## src/rtl/online_pkg.sv

```systemverilog
// rtl/online_pkg.sv - shared on-line arithmetic digit encoding, digit type and FSM state enum
package online_pkg;

  typedef logic [1:0] sd_digit_t;

  // Borrow-save digit: [1]=plus, [0]=minus; 2'b11 also decodes as zero
  localparam sd_digit_t SD_POS  = 2'b10;
  localparam sd_digit_t SD_NEG  = 2'b01;
  localparam sd_digit_t SD_ZERO = 2'b00;

  typedef enum logic {
    IDLE = 1'b0,
    CONV = 1'b1
  } otf_state_t;

  function automatic logic sd_is_pos(sd_digit_t d);
    return d == SD_POS;
  endfunction

  function automatic logic sd_is_neg(sd_digit_t d);
    return d == SD_NEG;
  endfunction

endpackage

```

## src/rtl/otf_qqm_reg.sv

```systemverilog
// rtl/otf_qqm_reg.sv - on-the-fly conversion Q/QM register pair (QM = Q - 1)
import online_pkg::*;

module otf_qqm_reg #(
  parameter int W = 17
) (
  input  logic         clk,
  input  logic         rst_n,
  input  logic         load,
  input  logic         init,
  input  logic [1:0]   digit,
  output logic [W-1:0] q,
  output logic [W-1:0] qm,
  output logic [W-1:0] q_next
);

  logic [W-1:0] base_q;
  logic [W-1:0] base_qm;
  logic [W-1:0] qm_next;

  // Select frame-init or running values, then append the digit; no carry chain needed
  always_comb begin
    base_q  = init ? '0 : q;
    base_qm = init ? '1 : qm;
    q_next  = {base_q[W-2:0], 1'b0};
    qm_next = {base_qm[W-2:0], 1'b1};
    if (sd_is_pos(digit)) begin
      q_next  = {base_q[W-2:0], 1'b1};
      qm_next = {base_q[W-2:0], 1'b0};
    end else if (sd_is_neg(digit)) begin
      q_next  = {base_qm[W-2:0], 1'b1};
      qm_next = {base_qm[W-2:0], 1'b0};
    end
  end

  // Register pair advances only when a digit is consumed
  always_ff @(posedge clk or negedge rst_n) begin
    if (!rst_n) begin
      q  <= '0;
      qm <= '1;
    end else if (load) begin
      q  <= q_next;
      qm <= qm_next;
    end
  end

endmodule

```

## src/rtl/online_sd_to_binary.sv

```systemverilog
// rtl/online_sd_to_binary.sv - MSD-first borrow-save digit stream to two's-complement word
import online_pkg::*;

module online_sd_to_binary #(
  parameter int NDIG = 16
) (
  input  logic          clk,
  input  logic          rst_n,
  input  logic          start,
  input  logic          enable,
  input  logic [1:0]    digit_in,
  output logic          busy,
  output logic [NDIG:0] result,
  output logic          result_valid
);

  localparam int CW = (NDIG > 1) ? $clog2(NDIG) : 1;

  otf_state_t    state;
  otf_state_t    state_next;
  logic [CW-1:0] cnt;
  logic [CW-1:0] cnt_next;
  logic [CW-1:0] idx;
  logic          frame_start;
  logic          consume;
  logic          last;
  logic          done;
  logic [NDIG:0] q;
  logic [NDIG:0] qm;
  logic [NDIG:0] q_next;

  // A start with enable always begins a new frame, aborting any frame in progress
  assign frame_start = start & enable;
  assign consume     = enable & (start | (state == CONV));
  assign idx         = frame_start ? '0 : cnt;
  assign last        = (idx == CW'(NDIG - 1));

  otf_qqm_reg #(
    .W(NDIG + 1)
  ) u_qqm (
    .clk    (clk),
    .rst_n  (rst_n),
    .load   (consume),
    .init   (frame_start),
    .digit  (digit_in),
    .q      (q),
    .qm     (qm),
    .q_next (q_next)
  );

  // Next-state, digit counter and frame-completion decode
  always_comb begin
    state_next = state;
    cnt_next   = cnt;
    done       = 1'b0;
    if (consume) begin
      if (last) begin
        state_next = IDLE;
        cnt_next   = '0;
        done       = 1'b1;
      end else begin
        state_next = CONV;
        cnt_next   = idx + 1'b1;
      end
    end
  end

  // State and counter registers
  always_ff @(posedge clk or negedge rst_n) begin
    if (!rst_n) begin
      state <= IDLE;
      cnt   <= '0;
    end else begin
      state <= state_next;
      cnt   <= cnt_next;
    end
  end

  // Output registers: result captured on the edge that consumes the last digit
  always_ff @(posedge clk or negedge rst_n) begin
    if (!rst_n) begin
      result       <= '0;
      result_valid <= 1'b0;
      busy         <= 1'b0;
    end else begin
      result_valid <= done;
      busy         <= (state_next == CONV);
      if (done) begin
        result <= q_next;
      end
    end
  end

endmodule
```

## config.mk

```make
export PLATFORM = sky130hd
export DESIGN_NAME = online_sd_to_binary
export DESIGN_NICKNAME = d
export VERILOG_FILES = /design/src/rtl/online_pkg.sv /design/src/rtl/otf_qqm_reg.sv /design/src/rtl/online_sd_to_binary.sv
export SDC_FILE = /design/constraint.sdc
export NUM_CORES = 1
export LEC_CHECK = 0
export BUFFER_PORTS_ARGS = -buffer_cell sky130_fd_sc_hd__buf_4
export CAP_MARGIN = 20
export CELL_PAD_IN_SITES_DETAIL_PLACEMENT = 0
export CELL_PAD_IN_SITES_GLOBAL_PLACEMENT = 1
export CORE_ASPECT_RATIO = 1.2
export CORE_MARGIN = 2
export CORE_UTILIZATION = 45
export CTS_CLUSTER_DIAMETER = 50
export DETAILED_ROUTE_END_ITERATION = 8
export GPL_ROUTABILITY_DRIVEN = 0
export GPL_TIMING_DRIVEN = 0
export PLACE_DENSITY_LB_ADDON = 0.1
export SETUP_SLACK_MARGIN = 0.3
export SYNTH_ARGS = -nofsm -noshare
export SYNTH_HDL_FRONTEND = slang
export SYNTH_SLANG_ARGS = --single-unit
```

## constraint.sdc

```tcl
create_clock -name clk -period 5.4 [get_ports clk]
set_clock_uncertainty 0.05 [all_clocks]
set_input_delay 1.08 -clock clk [delete_from_list [all_inputs] [get_ports clk]]
set_output_delay 1.08 -clock clk [all_outputs]
set_load 0.02 [all_outputs]
```

==> flow_summary.json, run 1 <==
{
  "cap_violations": 0,
  "via_count": 2229,
  "multi_input_area_um2": 1110,
  "layout.nets": 315,
  "syn_to_final_growth_pct": 14.0,
  "antenna_found_initial": 0,
  "slew_violations": 0,
  "leakagePower_nw": 1.28,
  "drive_gt1_share_pct": 17.3,
  "cts_sinks": 55,
  "final_core_util_pct": 53.0,
  "die_w_um": 73.9,
  "core_area_um2": 5670,
  "cts-htree-levels": 2,
  "die-height_um": 87.8,
  "relSlewSlack_pct": 53.7,
  "grt_max_degree": 56,
  "num_antenna_cells": 0,
  "seq_area_frac_synth_pct": 53.0,
  "finalCriticalPeriod_ns": 3.36,
  "cts_inserted_buffers": 5,
  "wirelength_um": 7080,
  "required_ns": 5.57,
  "fin_crit_sh_pct": 62.3,
  "fmax_mhz": 297,
  "grt_pass1_vias": 2319,
  "rows": 30,
  "dr.first_iter.drc_count": 163,
  "dp_hpwl_um": 4720,
  "synth_xor_area_share_pct": 0.332,
  "hp-start": "u_qqm.qm[0]",
  "synth_warnings": 0,
  "overflow": 0,
  "cts_root_buf": "clkbuf_8",
  "pre_cts_ws_ns": 1.69,
  "crit_path_start_kind": "primary input",
  "setup_tns_ns": 0,
  "clockBufferDepth": 2,
  "cp-end-kind": "flip-flop",
  "ys_seq_elements": 55,
  "yosys-mux-area-fraction_pct": 0,
  "power.switching_uw": 310,
  "ctsResizeCount": 0,
  "crit_arrival_ns": 3.53,
  "worst_slew_pin_slew_ns": 0.695,
  "worst_slack_ns": 2.04,
  "status": "completed",
  "portBuffers": 24,
  "r2r_start": "cnt[0]",
  "firstDrtPassIters": 4,
  "power_density_nw_per_um2": 327,
  "setup_viol": 0,
  "grt_use_total_pct": 24.7,
  "synth_top_family_by_area": "compound AO/OA/AOI/OAI gates",
  "synth_fa_ha_area_share_pct": 1.42,
  "wire_per_inst_um": 18.3,
  "p_comb_share_pct": 20.6,
  "p_int_uw": 673,
  "timing.final.hold_violations": 0,
  "postCtsHoldBufs": 0,
  "post_cts_buffers": 0,
  "regArea_um2": 1400,
  "power_frac_seq_pct": 55.4,
  "cts_tree": "yes",
  "synth_area_um2": 2640,
  "synthCells": 275,
  "ios": 25,
  "synth_compound_area_share_pct": 25.5,
  "synth_simple_gate_area_share_pct": 15.1,
  "startpoint": "enable",
  "drc": 0,
  "p_clk_share_pct": 23.9,
  "critPathKind": "primary input to flip-flop",
  "via_per_inst": 5.77,
  "grt_setup_unrepaired": "false",
  "yosysUniqueCellTypes": 26,
  "start_util_pct": 46.5,
  "grt_pass1_wl_um": 12000,
  "clk_pin_slew_worst_paths_ns": 0.10,
  "critPathMaxFanout": 10,
  "sw_frac_of_total_pct": 31.5,
  "hp-class": "flip-flop to flip-flop",
  "ir_worst_vdd_mv": 0.157,
  "synth_nets": 284,
  "dieArea_um2": 6490,
  "avgSynthCellArea_um2": 9.58,
  "drtAntennaViolNets": 0,
  "fillCellCount": 546,
  "insertion_delay_ns": 0.31
}
state kept, by name, indices dropped and copies added (netlist names):
| signal | flops |
|---|---|
| result | 17 |
| u_qqm.qm | 16 |
| u_qqm.q | 16 |
| busy | 1 |
| result_valid | 1 |
| cnt | 4 |
area by class of cell:
type	count	area share, %
Clock buffer	6	2.75
Tap cell	80	3.33
Buffer	24	3.62
Multi-Input combinational cell	192	37.1
Inverter	4	0.500
Sequential cell	55	46.5
Timing Repair Buffer	24	6.00
Clock inverter	1	0.167
placed cells by master (no fill, tap or decap), drive strengths merged:
master	instances
dfstp	16
dfrtp	39
ha	3
buf	29
a31oi	1
o31ai	46
or2	1
nand3	1
clkinv	1
nor2b	1
a21oi	17
o21a	2
a21boi	15
o21ai	20
clkbuf	25
xor2	1
and2	3
nand4	2
inv	4
nand2	44
nor3	31
and3b	1
nand2b	2
o211ai	1
critical path, cell delays in order:
cell and delay [ns]:
buf_4 0.13, nand2_1 0.30, clkbuf_1 0.41, and2_1 0.20
ha_1 0.23, nand4_2 0.30, or2_1 0.33, buf_6 0.15
buf_6 0.15, o31ai_1 0.25
path summary, 6_finish.rpt:
check | end | slack, ns | cells after the start
setup reg to reg | result[10] | 3.29 | 7
min in group asynchronous | result[2] | 0.75 | 1
hold / removal | u_qqm.qm[0] | 0.43 | 2
hold reg to reg | u_qqm.qm[0] | 0.43 | 2
setup / recovery | result[10] | 2.04 | 10
max in group asynchronous | cnt[0] | 4.08 | 1
logic make-up (layout without fill, tap and decap cells):
logic type      count (synthesis)  count (layout)
compound gates                102             102
xor+xnor                        1               1
fa+ha+maj                       3               3
buf+inv                        28              59
flops                          55              55
simple gates                   86              86
synth_stat cells:
master / instances / area (um^2)
o21ai_1: 1 / 5.00
a21boi_0: 15 / 113
o21a_1: 2 / 15.0
nand4_1: 1 / 6.26
o21ai_0: 19 / 95.1
nand3_1: 1 / 5.00
buf_6: 2 / 22.5
xor2_1: 1 / 8.76
o31ai_1: 46 / 345
and3b_1: 1 / 8.76
nand4_2: 1 / 12.5
dfrtp_1: 39 / 976
nand2_1: 44 / 165
ha_1: 3 / 37.5
a21oi_1: 17 / 85.1
clkbuf_1: 19 / 71.3
inv_1: 4 / 15.0
buf_2: 3 / 15.0
nand2b_1: 2 / 12.5
and2_1: 3 / 18.8
a31oi_1: 1 / 6.26
dfstp_2: 16 / 420
o211ai_1: 1 / 7.51
or2_1: 1 / 6.26
nor2b_1: 1 / 6.26
nor3_1: 31 / 155
power by group through the flow:
stage / Sequential, mW / Clock, mW / Combinational (mW)
3_3_place_gp: 0.548 / 0 / 0.201
2_1_floorplan: 0.554 / 0 / 0.119
4_1_cts: 0.544 / 0.241 / 0.205
5_1_grt: 0.554 / 0.259 / 0.233
3_5_place_dp: 0.551 / 0 / 0.205
6_report: 0.545 / 0.235 / 0.203
routing by layer:
metal	routed length (um)	GRT usage, %
met5	0	0
met1	3330	33.5
met2	3330	40.1
met4	98	6.45
met3	317	5.06
metrics by stage:
stage	hold slack (ns)	cells	area, um^2	total power [mW]
floorplan	0.397	275	2640	0.673
global placement	0.415	379	2920	0.750
detailed placement	0.416	379	2920	0.755
CTS	0.431	386	3000	0.989
global route	0.455	386	3000	1.05
finish	0.430	386	3000	0.983
No activity file was read; power rests on OpenSTA's default activity.
==> run 2: changes to the inputs <==
- clock period: 5.4 -> 3.1 ns (I/O delays scaled with it)
==> flow_summary.json, run 2 (synthesized netlist as in run 1, its figures left out) <==
{
  "portBuffers": 24,
  "setup_viol": 0,
  "r2r-end": "result[10]",
  "critPathMaxStageDelay_ns": 0.33,
  "insertion_delay_ns": 0.31,
  "num_antenna_cells": 0,
  "via_count": 2231,
  "reg_top3": "result x17, u_qqm.q x16, u_qqm.qm x16",
  "crit_arrival_ns": 2.79,
  "critPathTopFamily": "simple AND/OR/NAND/NOR gates",
  "fillCellCount": 547,
  "r2r_start": "cnt[0]",
  "status": "completed",
  "overflow": 0,
  "cap_violations": 0,
  "reg2reg_depth": 7,
  "critPathMaxFanout": 10,
  "path_cells": "buf_4 -> nand2_2 -> clkbuf_2 -> and2_1 -> ha_1 -> nand4_2 -> or2_1 -> buf_6 -> buf_6 -> o31ai_1",
  "worst_slew_pin_slew_ns": 0.693,
  "drc": 0,
  "dp_hpwl_um": 4720,
  "leakagePower_nw": 1.28,
  "fmax_mhz": 381,
  "ir_worst_vdd_mv": 0.272,
  "grt_pass1_vias": 2319,
  "slowest_stage": "or2_1",
  "finalCriticalPeriod_ns": 2.63,
  "layout_common_cells": "46 x o31ai_1, 43 x nand2_1, 39 x dfrtp_1",
  "grt_pass1_wl_um": 12000,
  "cts_inserted_buffers": 5,
  "cts_tree": "yes",
  "timing.final.hold_violations": 0,
  "via_per_inst": 5.78,
  "drtAntennaViolNets": 0,
  "die_w_um": 73.9,
  "firstDrtPassIters": 4,
  "final_common_cell": "o31ai_1",
  "drive_gt1_share_pct": 18.0,
  "crit_path_start_kind": "primary input",
  "start_util_pct": 46.5,
  "required_ns": 3.27,
  "wirelength_um": 7090,
  "relSlewSlack_pct": 53.8,
  "grt_use_total_pct": 24.7,
  "grt_setup_unrepaired": "false",
  "crit_buf_inv": 4,
  "grt_max_degree": 56,
  "core_area_um2": 5670,
  "largest_reg_flops": 17,
  "hp-class": "primary input to async pin",
  "cts-htree-levels": 2,
  "pre_cts_ws_ns": -0.146,
  "cp.depth": 10,
  "die-height_um": 87.8,
  "clk_pin_slew_worst_paths_ns": 0.10,
  "rows": 30,
  "power_density_nw_per_um2": 569,
  "syn_to_final_growth_pct": 14.1,
  "cts_sinks": 55,
  "ios": 25,
  "cts_root_buf": "clkbuf_8",
  "postCtsHoldBufs": 0,
  "cp-end-kind": "flip-flop",
  "regMostFlops": "result",
  "fin_cells": 386,
  "fin_crit_sh_pct": 84.8,
  "clockBufferDepth": 2,
  "layout.nets": 315,
  "worst-r2r-setup-slack_ns": 0.99,
  "worst_slack_ns": 0.472,
  "place_inst": 379,
  "wire_per_inst_um": 18.4,
  "critPathKind": "primary input to flip-flop",
  "p_total_mw": 1.71,
  "antenna_found_initial": 0,
  "dr.first_iter.drc_count": 134,
  "dieArea_um2": 6490,
  "slew_violations": 0,
  "critPathMostFrequentCell": "buf_6"
}
-- run 2: cell counts in the layout (fill, tap and decap cells not counted) --
Identical to the previous run, type by type.
-- run 2: cell type report --
type / instances / area, um^2 / share of cell area, %
plain buffers: 24 / 110 / 3.66
clock buffers: 6 / 82.6 / 2.75
clock inverters: 1 / 5.00 / 0.166
inverters: 4 / 15.0 / 0.499
multi-input cells: 192 / 1120 / 37.2
flip-flops and latches: 55 / 1400 / 46.4
well taps: 80 / 100 / 3.33
repair buffers: 24 / 180 / 5.99
-- run 2: what timing repair did --
item,4_1_cts,5_1_grt
endpoints found under the setup margin,8,10
resized for setup,1,1
buffers inserted,0,0
endpoints found under the hold margin,0,0
-- run 2: how the worst max path moves through the flow --
stage	from	endpoint	slack, ns
floorplan	enable	result[10]	0.63
global placement	enable	result[3]	-0.10
detailed placement	enable	result[10]	-0.15
CTS	enable	result[10]	0.32
global route	enable	result[4]	0.32
finish	enable	result[10]	0.47
-- run 2: through the flow --
step	hold slack, ns	utilization (%)	cell area [um^2]	TNS [ns]
floorplan	0.274	-	2640	0
CTS	0.328	53.0	3000	0
detailed placement	0.416	51.4	2920	-0.959
global placement	0.415	51.4	2920	-0.757
finish	0.301	53.0	3010	0
global route	0.345	53.0	3010	0
-- run 2: per-layer routing --
metal  GRT usage (%)  vias to the layer above  part of all wire [%]
li1                -                     1069                     -
met1            33.5                     1095                    48
met2            40.1                       57                    47
met3            5.06                       10                   3.9
met4            6.45                        0                   1.1
met5               0                        -                     0
-- run 2: power breakdown --
| part | internal, mW | switching, mW | total [mW] | leakage (nW) |
|---|---|---|---|---|
| Combinational | 0.140 | 0.214 | 0.354 | 0.559 |
| Sequential | 0.856 | 0.0933 | 0.949 | 0.677 |
| Clock | 0.176 | 0.230 | 0.406 | 0.0470 |
==> run 3: changes to the inputs <==
- ABC_AREA: unset -> 1
- CORE_UTILIZATION: 45 -> 40
- clock period: 3.1 -> 2.3 ns (I/O delays scaled with it)
==> flow_summary.json, run 3 <==
{
  "via_count": 2182,
  "routedLengthMet1_um": 2950,
  "pre_cts_ws_ns": 0.0488,
  "finalCriticalPeriod_ns": 1.86,
  "grt_setup_unrepaired": "false",
  "fmax_mhz": 539,
  "die_w_um": 80.2,
  "clockBufferDepth": 2,
  "setup_viol": 0,
  "synth_area_um2": 2790,
  "cts_root_buf": "clkbuf_8",
  "critPathKind": "primary input to flip-flop",
  "leakagePower_nw": 1.72,
  "clk_pin_slew_worst_paths_ns": 0.10,
  "syn_to_final_growth_pct": 15.4,
  "portBuffers": 24,
  "grt_pass1_wl_um": 10500,
  "synth_edf_count": 0,
  "core_area_um2": 6810,
  "synthCells": 345,
  "grt_pass1_vias": 2146,
  "yosys.area.top_type": "dfrtp_1",
  "grt_use_total_pct": 18.1,
  "seq_area_frac_synth_pct": 50.1,
  "synth_nets": 354,
  "timing.final.hold_violations": 0,
  "overflow": 0,
  "synthFlopType": "dfrtp_1",
  "wire_per_inst_um": 13.6,
  "wirelength_um": 6300,
  "power_density_nw_per_um2": 856,
  "post_cts_buffers": 0,
  "layout_common_cells": "170 x nand2_1, 39 x dfrtp_1, 24 x buf_4",
  "synth_commonest_cells": "170 x nand2_1, 39 x dfrtp_1, 22 x inv_1, 21 x o21ai_1, 17 x nor2_1",
  "firstDrtPassIters": 4,
  "drive_gt1_share_pct": 23.3,
  "cp-end-kind": "flip-flop",
  "grt_max_degree": 56,
  "largest_reg_flops": 17,
  "wl_met2_um": 3050,
  "worst_slack_ns": 0.445,
  "via_per_inst": 4.70,
  "hp-class": "primary input to async pin",
  "crit_arrival_ns": 2.02,
  "crit_path_start_kind": "primary input",
  "yosysTopAreaCellShare_pct": 35.0,
  "cts-htree-levels": 2,
  "dieArea_um2": 7660,
  "drc": 0,
  "final_common_cell": "nand2_1",
  "yosysMostFrequentCell": "nand2_1",
  "async_flop_share_pct": 100,
  "layout.nets": 385,
  "dr_wl_met3_um": 190,
  "required_ns": 2.46,
  "num_antenna_cells": 0,
  "ios": 25,
  "dp_hpwl_um": 4320,
  "regMostFlops": "result",
  "fin_cells": 464,
  "cts_tree": "yes",
  "insertion_delay_ns": 0.32,
  "reg_top3": "result x17, u_qqm.q x16, u_qqm.qm x16",
  "slew_violations": 0,
  "avgSynthCellArea_um2": 8.08,
  "yosysUniqueCellTypes": 23,
  "ys_seq_elements": 55,
  "ir_worst_vdd_mv": 0.352,
  "dr.first_iter.drc_count": 90,
  "worst_slew_pin_slew_ns": 0.715,
  "fillCellCount": 709,
  "cts_inserted_buffers": 5,
  "critPathMaxFanout": 10,
  "rows": 33,
  "place_inst": 456,
  "fin_crit_sh_pct": 80.7,
  "top_layer_used": "met4",
  "cts_sinks": 55,
  "drtAntennaViolNets": 0,
  "die-height_um": 95.5,
  "status": "completed",
  "whs_ns": 0.139,
  "setup_tns_ns": 0,
  "relSlewSlack_pct": 52.3,
  "antenna_found_initial": 0,
  "synth_warnings": 0,
  "cap_violations": 0,
  "synthTopCellsByArea": "dfrtp_1 35%, nand2_1 23%, dfstp_2 15%, o22ai_2 4.0%, o21ai_1 3.8%",
  "start_util_pct": 40.9
}
==> run 3: cell types whose count changed in the layout (fill, tap and decap cells not counted), sizes merged, moves of 17 or more <==
| cell | change |
|---|---|
| nor3 | -31 |
| a21oi | -17 |
| o31ai | -46 |
| nand2 | +130 |
| clkbuf | -19 |
| inv | +22 |
| nor2 | +18 |
==> run 3: layout make-up <==
class	count	area (um^2)	share of cell area (%)
Clock buffer	5	68.8	2.14
Buffer	19	158	4.90
Multi-Input combinational cell	245	1140	35.5
Inverter	26	97.6	3.03
Tap cell	87	109	3.38
Timing Repair Buffer	24	180	5.60
Sequential cell	55	1400	43.4
Clock inverter	3	67.6	2.10
==> run 3: cell families after synthesis <==
kind of cell             after synthesis  share of synthesized area (%)
buffers and inverters                 45                           9.07
AO/OA/AOI/OAI                         45                           11.1
flip-flops                            55                           50.1
adder cells (fa/ha/maj)                3                           1.35
XOR/XNOR                               1                          0.314
AND/OR/NAND/NOR                      196                           28.1
==> run 3: through the flow <==
stage                     utilization, %  power (mW)  cell area (um^2)
final                               47.2        2.76              3220
after CTS                           47.2        2.79              3210
after detailed placement            45.2        2.00              3080
after global routing                47.2        2.93              3220
after floorplan                        -        1.82              2790
after global placement              45.2        1.99              3080
==> run 3: per-layer routing <==
layer	vias to the layer above	GRT usage, %
met5	-	0
met4	0	6.50
met3	9	3.03
met2	34	31.2
met1	1012	22.7
li1	1127	-
==> run 3: final timing paths <==
kind,from,end,cells past startpoint,slack (ns)
hold reg to reg,result[8],result[8],2,0.44
max in group asynchronous,rst_n,u_qqm.q[0],1,1.59
min in group clk,digit_in[1],result[0],3,0.43
setup reg to reg,cnt[0],result[10],9,0.75
setup / recovery,enable,result[10],13,0.44
hold / removal,rst_n,result[9],1,0.14
==> run 3: report_power, final <==
| group | leakage, nW | internal (mW) | switching, mW | total [mW] |
|---|---|---|---|---|
| combinational | 0.973 | 0.264 | 0.428 | 0.692 |
| sequential | 0.687 | 1.20 | 0.0857 | 1.29 |
| clock | 0.0644 | 0.435 | 0.342 | 0.777 |
| total | 1.72 | 1.90 | 0.856 | 2.76 |
==> run 3: critical path: stages <==
cell and delay, ns:
buf_4 0.11, nand2_2 0.07, buf_6 0.17, buf_6 0.16
inv_1 0.07, nor2_1 0.10, ha_1 0.18, nand2_1 0.11
nor2_4 0.15, nand2_4 0.09, clkbuf_4 0.21, nand2_1 0.08
nand2_1 0.05
==> run 3: repair_timing <==
| action | 4_1_cts | 5_1_grt |
|---|---|---|
| hold buffers | 0 | 0 |
| setup endpoints to repair | 0 | 10 |
| gates resized for setup | 0 | 2 |
| hold endpoints to repair | 0 | 0 |
